==> src/rtl/mc_ctrl_pkg.sv <==
// mc_ctrl_pkg
// Shared definitions for the multicycle MIPS control unit: the FSM state
// encoding, the opcode and funct values the controller decodes, the 3-bit
// ALUControl codes and the datapath mux encodings for ALUSrcA, ALUSrcB and
// PCSrc.
package mc_ctrl_pkg;

  typedef enum logic [3:0] {
    S_FETCH   = 4'd0,
    S_DECODE  = 4'd1,
    S_MEMADR  = 4'd2,
    S_MEMRD   = 4'd3,
    S_MEMWB   = 4'd4,
    S_MEMWR   = 4'd5,
    S_RTYPEEX = 4'd6,
    S_RTYPEWB = 4'd7,
    S_BEQEX   = 4'd8,
    S_ADDIEX  = 4'd9,
    S_ADDIWB  = 4'd10,
    S_JEX     = 4'd11
  } state_t;

  // Opcodes (instruction bits [31:26])
  localparam logic [5:0] OP_RTYPE = 6'b000000;
  localparam logic [5:0] OP_J     = 6'b000010;
  localparam logic [5:0] OP_BEQ   = 6'b000100;
  localparam logic [5:0] OP_BNE   = 6'b000101;
  localparam logic [5:0] OP_ADDI  = 6'b001000;
  localparam logic [5:0] OP_LW    = 6'b100011;
  localparam logic [5:0] OP_SW    = 6'b101011;

  // Funct codes (instruction bits [5:0]) for R-type instructions
  localparam logic [5:0] FN_SLL = 6'b000000;
  localparam logic [5:0] FN_SRL = 6'b000010;
  localparam logic [5:0] FN_ADD = 6'b100000;
  localparam logic [5:0] FN_SUB = 6'b100010;
  localparam logic [5:0] FN_AND = 6'b100100;
  localparam logic [5:0] FN_OR  = 6'b100101;
  localparam logic [5:0] FN_SLT = 6'b101010;

  // ALUControl codes consumed by the ALU
  localparam logic [2:0] ALU_AND  = 3'd0;
  localparam logic [2:0] ALU_OR   = 3'd1;
  localparam logic [2:0] ALU_ADD  = 3'd2;
  localparam logic [2:0] ALU_SUB  = 3'd3;
  localparam logic [2:0] ALU_SLL  = 3'd4;
  localparam logic [2:0] ALU_SRL  = 3'd5;
  localparam logic [2:0] ALU_SLT  = 3'd6;
  localparam logic [2:0] ALU_ZERO = 3'd7;

  // ALUOp handed from the FSM to the ALU decoder
  localparam logic [1:0] ALUOP_ADD   = 2'b00;
  localparam logic [1:0] ALUOP_SUB   = 2'b01;
  localparam logic [1:0] ALUOP_FUNCT = 2'b10;

  // ALU source A select
  localparam logic [1:0] SRCA_PC    = 2'b00;
  localparam logic [1:0] SRCA_REG   = 2'b01;
  localparam logic [1:0] SRCA_SHAMT = 2'b10;

  // ALU source B select
  localparam logic [1:0] SRCB_REG   = 2'b00;
  localparam logic [1:0] SRCB_FOUR  = 2'b01;
  localparam logic [1:0] SRCB_IMM   = 2'b10;
  localparam logic [1:0] SRCB_IMMSH = 2'b11;

  // Next-PC source select
  localparam logic [1:0] PCSRC_ALU    = 2'b00;
  localparam logic [1:0] PCSRC_ALUOUT = 2'b01;
  localparam logic [1:0] PCSRC_JUMP   = 2'b10;

endpackage

==> src/rtl/mc_controller_alu_decoder.sv <==
// alu_decoder
// Combinational translation of the FSM's ALUOp request into the 3-bit
// ALUControl code. For funct-decoded operations it also flags the shifts,
// whose A operand must come from the shamt field instead of register A.
// Ports:
//   i_aluOp       in  2 : 00 ADD, 01 SUB, 10 decode from funct
//   i_funct       in  6 : instruction funct field
//   o_aluControl  out 3 : ALU operation code
//   o_shift       out 1 : 1 when the decoded op is sll/srl
module alu_decoder
  import mc_ctrl_pkg::*;
(
  input  logic [1:0] i_aluOp,
  input  logic [5:0] i_funct,
  output logic [2:0] o_aluControl,
  output logic       o_shift
);

  // Fixed ADD/SUB requests pass straight through; R-type requests are
  // decoded from funct, with any unrecognised funct producing the code
  // that makes the ALU output 0 so the writeback is harmless.
  always_comb begin
    o_aluControl = ALU_AND;
    o_shift      = 1'b0;
    case (i_aluOp)
      ALUOP_ADD: o_aluControl = ALU_ADD;
      ALUOP_SUB: o_aluControl = ALU_SUB;
      ALUOP_FUNCT: begin
        case (i_funct)
          FN_ADD: o_aluControl = ALU_ADD;
          FN_SUB: o_aluControl = ALU_SUB;
          FN_AND: o_aluControl = ALU_AND;
          FN_OR:  o_aluControl = ALU_OR;
          FN_SLT: o_aluControl = ALU_SLT;
          FN_SLL: begin
            o_aluControl = ALU_SLL;
            o_shift      = 1'b1;
          end
          FN_SRL: begin
            o_aluControl = ALU_SRL;
            o_shift      = 1'b1;
          end
          default: o_aluControl = ALU_ZERO;
        endcase
      end
      default: o_aluControl = ALU_AND;
    endcase
  end

endmodule

==> src/rtl/mc_controller.sv <==
// mc_controller
// Multicycle MIPS control unit. A Moore FSM sequences fetch, decode,
// execute, memory and writeback (3-5 clocks per instruction) and an ALU
// decoder produces ALUControl. PCEn additionally gates the branch decision
// with the ALU Zero flag in the same cycle.
// Optional feature macro: MC_CTRL_BNE_EN adds bne (opcode 000101), which
// reuses the BEQEX state with inverted Zero polarity.
// Ports:
//   i_clk, i_reset       : clock, synchronous active-high reset
//   i_op, i_funct        : instruction [31:26] and [5:0]
//   i_zero               : ALU zero flag of the current cycle
//   o_iOrD               : memory address 0=PC 1=ALUOut
//   o_memWrite           : data memory write enable
//   o_irWrite            : instruction register load
//   o_regDst             : register destination 0=rt 1=rd
//   o_memToReg           : writeback source 0=ALUOut 1=Data
//   o_regWrite           : register file write enable
//   o_aluSrcA [1:0]      : 00 PC, 01 A, 10 shamt
//   o_aluSrcB [1:0]      : 00 B, 01 4, 10 SignImm, 11 SignImm<<2
//   o_aluControl [2:0]   : ALU operation
//   o_pcSrc [1:0]        : 00 ALUResult, 01 ALUOut, 10 jump target
//   o_pcEn               : PC load = PCWrite | (Branch & taken)
module mc_controller
  import mc_ctrl_pkg::*;
(
  input  logic       i_clk,
  input  logic       i_reset,
  input  logic [5:0] i_op,
  input  logic [5:0] i_funct,
  input  logic       i_zero,
  output logic       o_iOrD,
  output logic       o_memWrite,
  output logic       o_irWrite,
  output logic       o_regDst,
  output logic       o_memToReg,
  output logic       o_regWrite,
  output logic [1:0] o_aluSrcA,
  output logic [1:0] o_aluSrcB,
  output logic [2:0] o_aluControl,
  output logic [1:0] o_pcSrc,
  output logic       o_pcEn
);

  state_t     r_state;
  state_t     w_nextState;
  logic [1:0] w_aluOp;
  logic [2:0] w_decAluControl;
  logic       w_shift;
  logic       w_pcWrite;
  logic       w_branch;
  logic       w_branchTaken;

  // State register; reset wins over every transition, even mid-instruction.
  always_ff @(posedge i_clk) begin
    if (i_reset) begin
      r_state <= S_FETCH;
    end else begin
      r_state <= w_nextState;
    end
  end

`ifdef MC_CTRL_BNE_EN
  logic r_bne;

  // Remember whether DECODE saw bne so BEQEX can invert the Zero test;
  // the opcode is decoded once and held for the execute cycle.
  always_ff @(posedge i_clk) begin
    if (i_reset) begin
      r_bne <= 1'b0;
    end else if (r_state == S_DECODE) begin
      r_bne <= (i_op == OP_BNE);
    end
  end

  assign w_branchTaken = r_bne ? ~i_zero : i_zero;
`else
  assign w_branchTaken = i_zero;
`endif

  // Next-state logic. Unknown opcodes fall back to FETCH from DECODE, which
  // asserts no write enable, so they behave as a two-cycle NOP.
  always_comb begin
    w_nextState = S_FETCH;
    case (r_state)
      S_FETCH:  w_nextState = S_DECODE;
      S_DECODE: begin
        case (i_op)
          OP_LW, OP_SW: w_nextState = S_MEMADR;
          OP_RTYPE:     w_nextState = S_RTYPEEX;
          OP_BEQ:       w_nextState = S_BEQEX;
          OP_ADDI:      w_nextState = S_ADDIEX;
          OP_J:         w_nextState = S_JEX;
`ifdef MC_CTRL_BNE_EN
          OP_BNE:       w_nextState = S_BEQEX;
`endif
          default:      w_nextState = S_FETCH;
        endcase
      end
      S_MEMADR:  w_nextState = (i_op == OP_LW) ? S_MEMRD : S_MEMWR;
      S_MEMRD:   w_nextState = S_MEMWB;
      S_RTYPEEX: w_nextState = S_RTYPEWB;
      S_ADDIEX:  w_nextState = S_ADDIWB;
      default:   w_nextState = S_FETCH;
    endcase
  end

  // ALUOp is a pure function of state; kept apart from the output decode so
  // the decoder's shift flag does not feed back into the block that drives it.
  always_comb begin
    w_aluOp = ALUOP_ADD;
    case (r_state)
      S_RTYPEEX: w_aluOp = ALUOP_FUNCT;
      S_BEQEX:   w_aluOp = ALUOP_SUB;
      default:   w_aluOp = ALUOP_ADD;
    endcase
  end

  alu_decoder u_aluDecoder (
    .i_aluOp      (w_aluOp),
    .i_funct      (i_funct),
    .o_aluControl (w_decAluControl),
    .o_shift      (w_shift)
  );

  // Moore output decode. While reset is held, outputs show FETCH values with
  // all write enables (including PCWrite) suppressed.
  always_comb begin
    o_iOrD       = 1'b0;
    o_memWrite   = 1'b0;
    o_irWrite    = 1'b0;
    o_regDst     = 1'b0;
    o_memToReg   = 1'b0;
    o_regWrite   = 1'b0;
    o_aluSrcA    = SRCA_PC;
    o_aluSrcB    = SRCB_REG;
    o_aluControl = ALU_AND;
    o_pcSrc      = PCSRC_ALU;
    w_pcWrite    = 1'b0;
    w_branch     = 1'b0;
    if (i_reset) begin
      o_aluSrcB    = SRCB_FOUR;
      o_aluControl = ALU_ADD;
    end else begin
      case (r_state)
        S_FETCH: begin
          o_irWrite    = 1'b1;
          o_aluSrcB    = SRCB_FOUR;
          o_aluControl = w_decAluControl;
          w_pcWrite    = 1'b1;
        end
        S_DECODE: begin
          o_aluSrcB    = SRCB_IMMSH;
          o_aluControl = w_decAluControl;
        end
        S_MEMADR, S_ADDIEX: begin
          o_aluSrcA    = SRCA_REG;
          o_aluSrcB    = SRCB_IMM;
          o_aluControl = w_decAluControl;
        end
        S_MEMRD: o_iOrD = 1'b1;
        S_MEMWB: begin
          o_memToReg = 1'b1;
          o_regWrite = 1'b1;
        end
        S_MEMWR: begin
          o_iOrD     = 1'b1;
          o_memWrite = 1'b1;
        end
        S_RTYPEEX: begin
          o_aluSrcA    = w_shift ? SRCA_SHAMT : SRCA_REG;
          o_aluSrcB    = SRCB_REG;
          o_aluControl = w_decAluControl;
        end
        S_RTYPEWB: begin
          o_regDst   = 1'b1;
          o_regWrite = 1'b1;
        end
        S_BEQEX: begin
          o_aluSrcA    = SRCA_REG;
          o_aluSrcB    = SRCB_REG;
          o_aluControl = w_decAluControl;
          o_pcSrc      = PCSRC_ALUOUT;
          w_branch     = 1'b1;
        end
        S_ADDIWB: o_regWrite = 1'b1;
        S_JEX: begin
          o_pcSrc   = PCSRC_JUMP;
          w_pcWrite = 1'b1;
        end
        default: ;
      endcase
    end
  end

  assign o_pcEn = w_pcWrite | (w_branch & w_branchTaken);

endmodule

==> config.mk <==
export PLATFORM = sky130hd
export DESIGN_NAME = mc_controller
export DESIGN_NICKNAME = d
export VERILOG_FILES = /design/src/rtl/mc_ctrl_pkg.sv /design/src/rtl/mc_controller_alu_decoder.sv /design/src/rtl/mc_controller.sv
export SDC_FILE = /design/constraint.sdc
export NUM_CORES = 1
export LEC_CHECK = 0
export CELL_PAD_IN_SITES_DETAIL_PLACEMENT = 0
export CELL_PAD_IN_SITES_GLOBAL_PLACEMENT = 1
export CORE_ASPECT_RATIO = 1.2
export CORE_MARGIN = 8
export CORE_UTILIZATION = 25
export DETAILED_ROUTE_END_ITERATION = 12
export PLACE_DENSITY_LB_ADDON = 0.1
export SYNTH_ARGS = -nofsm -noshare
export SYNTH_HDL_FRONTEND = slang
export SYNTH_SLANG_ARGS = --single-unit
==> constraint.sdc <==
create_clock -name i_clk -period 1.85 [get_ports i_clk]
set_input_delay 0.185 -clock i_clk [delete_from_list [all_inputs] [get_ports i_clk]]
set_output_delay 0.185 -clock i_clk [all_outputs]
set_load 0.05 [all_outputs]
==> impl_results.md <==
* Hold EP: r_state[2]
* Post-route setup TNS at 0 ns
* Setup Crit Path Kind: reg -> out
* Syn avg cell area at 6.67 µm²
* Avg Vias per Cell at 5.07
* IO Count at 31
* Global-route wire length before repair at between 3 and 4 mm
* Crit share post-route at 94.7%
* Clock slew at reported path FFs at 0.04 ns
* Synth area leader: dfxtp_1
* Post-synth EDFFs at 0
* R2R depth at 4
* Worst path slowest cell: dfxtp_2
* ANT cells at 0
* Placed Instances at 154
* Placer Congestion at 0.786
* DRT iter0 DRCs at 18
* Post-DP HPWL at 1.77 mm
* Worst EP required at 1.66 ns
* Synth-to-layout area growth at 108%
* RSZ-0062 raised after global routing: true
* Gr usage total at roughly 11%
* Max Cap Viol at 0
* Post-route ant nets at 0
* Synth unique cells at 35
* Largest Register: r_state
* Slew Viols, Final at 0
* Max clock buf depth at 2
* Worst hold slack at 0.567 ns
* TritonCTS Buffers at 3
* Buffers on Ports at 30
* DIE WIDTH at ~60 µm
* Initial antenna violation count at 0
* Worst slew pin tran at about 0.36 ns
* CP arrival at 1.57 ns
* Final WS setup at 0.0987 ns
* Crit-path max cell delay at 0.39 ns
* Status: complete, no violations
* Fin. Hold Viols at 0
* Flops & latches, synth at 4
* Synth top area cells: dfxtp_1, nor2_1, nor3_1
* Pre-CTS WS at approximately 0.019 ns
* Final net count at about 140
* HP Start: r_state[1]
* Max FFs per register at 4
* F_max at 571 MHz
* Total die area at ~4200 µm²
* Final cell count without fillers at 157
* Clock Sinks at 4
* Hold Path Depth at 2
* FF-to-FF End: r_state[2]
* Routed length per placed instance at 13.8 µm
* IR drop worst, VDD at 0.170 mV
* Worst Path Max Fanout at 8
* Vias in the first global route at 837
* Final min period at 1.75 ns
* DRT Pass-1 Iters at 3
* Hold Crit Class: reg -> reg
* Via count at 796
* Largest net degree at the start of global routing at 15
* CTS hold repair buffers at 0
* Mapped cell area at 587 µm²
* Max_slew headroom at 75.8%
* Pleak at 0.433 nW
* Crit path launch type: flop
* Async set-reset flop share out of synthesis at 0%
* Root Driver: clkbuf_4
* Die Ht at approximately 70 µm
* Clock Latency Late Sink at approximately 0.23 ns
* Worst path cell trace: nor2b_2 > nand2b_1 > or2_1 > nor2_1 > buf_12
* DRC viols at 0
* Final Setup Violations at 0
* Worst R2R Start: r_state[2]
* Core ar. at 2260 µm²
* H-tree levels at 1
* CTS tree: yes
* GRT overflow at 0
* Pwr per Cell Area at between 300 and 400 nW/µm²
* Ys flop type: dfxtp_1
* Synth top area share at 13.6%
* FP Rows at 19
* Worst Clk Skew at 0.00458 ns
* Worst Setup End Kind: primary output
* Syn Inst Count at 88
* Biggest regs: r_state (4)
* Post-synthesis net count at 103
* Sequential element share of the synthesized area at around 14%
* Initial Util at 26.0%
* Final Routed Wirelength at 2.17 mm
* Share of cells above drive strength 1 at 38.1%
* Synth warn at 0
* Worst R2R Setup Slack at 0.26 ns
## synthesized netlist by cell type, drive strengths merged, types with 3 or more instances
master,instances
a21oi,5
clkbuf,5
nand2,6
dfxtp,4
nand2b,6
or2,4
nor2b,3
a31oi,5
nor2,11
nor3,7
## worst max path at each step
stage | startpoint | to | slack (ns) | cells after the start
3_5_place_dp | i_funct[5] | o_aluControl[0] | 0.02 | 6
6_report | r_state[2] | o_aluSrcA[1] | 0.1 | 5
4_1_cts | r_state[2] | o_aluSrcA[1] | 0.01 | 5
2_1_floorplan | r_state[1] | o_aluControl[0] | -0.01 | 4
5_1_grt | r_state[2] | o_aluSrcA[1] | -0.0009 | 5
3_3_place_gp | i_funct[5] | o_aluControl[0] | 0.06 | 6
## logic make-up after synthesis
kind of cell              Yosys count  synth area share [%]
and+or+nand+nor                    53                  51.6
xor gates and xnor gates            2                  2.99
muxes                               1                  1.71
AOI/OAI and AO/OA                  20                  22.4
DFF                                 4                  13.6
buffers and inverters               8                  7.68
## layer usage
metal / vias to the layer above / global-route usage [%] / wire [µm]
li1: 402 / - / -
met1: 364 / 12.5 / 874
met2: 23 / 18.1 / 1090
met3: 7 / 4.27 / 149
met4: 0 / 6.38 / 55
met5: - / 0 / 0
## area by class of cell
class                      instances  area (µm²)
sequential                         4        83.8
multi-input combinational         76         520
timing repair buffer              42         551
tap                               31        38.8
inverter                           1        3.75
fill                             224        1040
clock buffer                       3        22.5
## report_power, final
group	switching [W]	leakage (nW)	internal, W	total (W)
combinational	0.0000806	0.385	0.0000885	0.000169
sequential	0.00000438	0.0341	0.0000895	0.0000939
clock	0.0000320	0.0138	0.0000723	0.000104
total	0.000117	0.433	0.000250	0.000367
## worst max-delay path, delay by kind of cell, from the launching register on
| kind | cells | cell delay [ns] |
|---|---|---|
| simple gates | 4 | 0.77 |
| flops | 1 | 0.39 |
| buf+inv | 1 | 0.18 |
## stage by stage
step           cell area, µm²  utilization (%)  power [W]
4_1_cts                  1200             53.4   0.000374
2_1_floorplan             631                -   0.000169
5_1_grt                  1220             54.0   0.000391
3_5_place_dp             1180             52.2   0.000263
3_3_place_gp             1180             52.2   0.000263
6_report                 1220             54.0   0.000367
## cell usage in the layout, fill, tap and decap left out, types with 2 or more instances in the layout
cell / count
a211oi_2: 2
a21oi_1: 5
a31oi_1: 4
and3_1: 2
buf_12: 16
buf_4: 12
clkbuf_4: 3
clkdlybuf4s50_1: 14
dfxtp_2: 3
nand2_1: 6
nand2b_1: 5
nand3_1: 2
nand4b_1: 2
nor2_1: 11
nor2b_1: 2
nor3_1: 3
nor3_2: 4
o31ai_1: 2
or2_1: 2
or2_2: 2
or3_1: 2
or3b_1: 2
## timing repair
item | CTS | global route
setup endpoints to repair | 4 | 7
setup buffers | 0 | 0
gates resized for setup | 2 | 4
No activity file was read; power rests on OpenSTA's default activity.
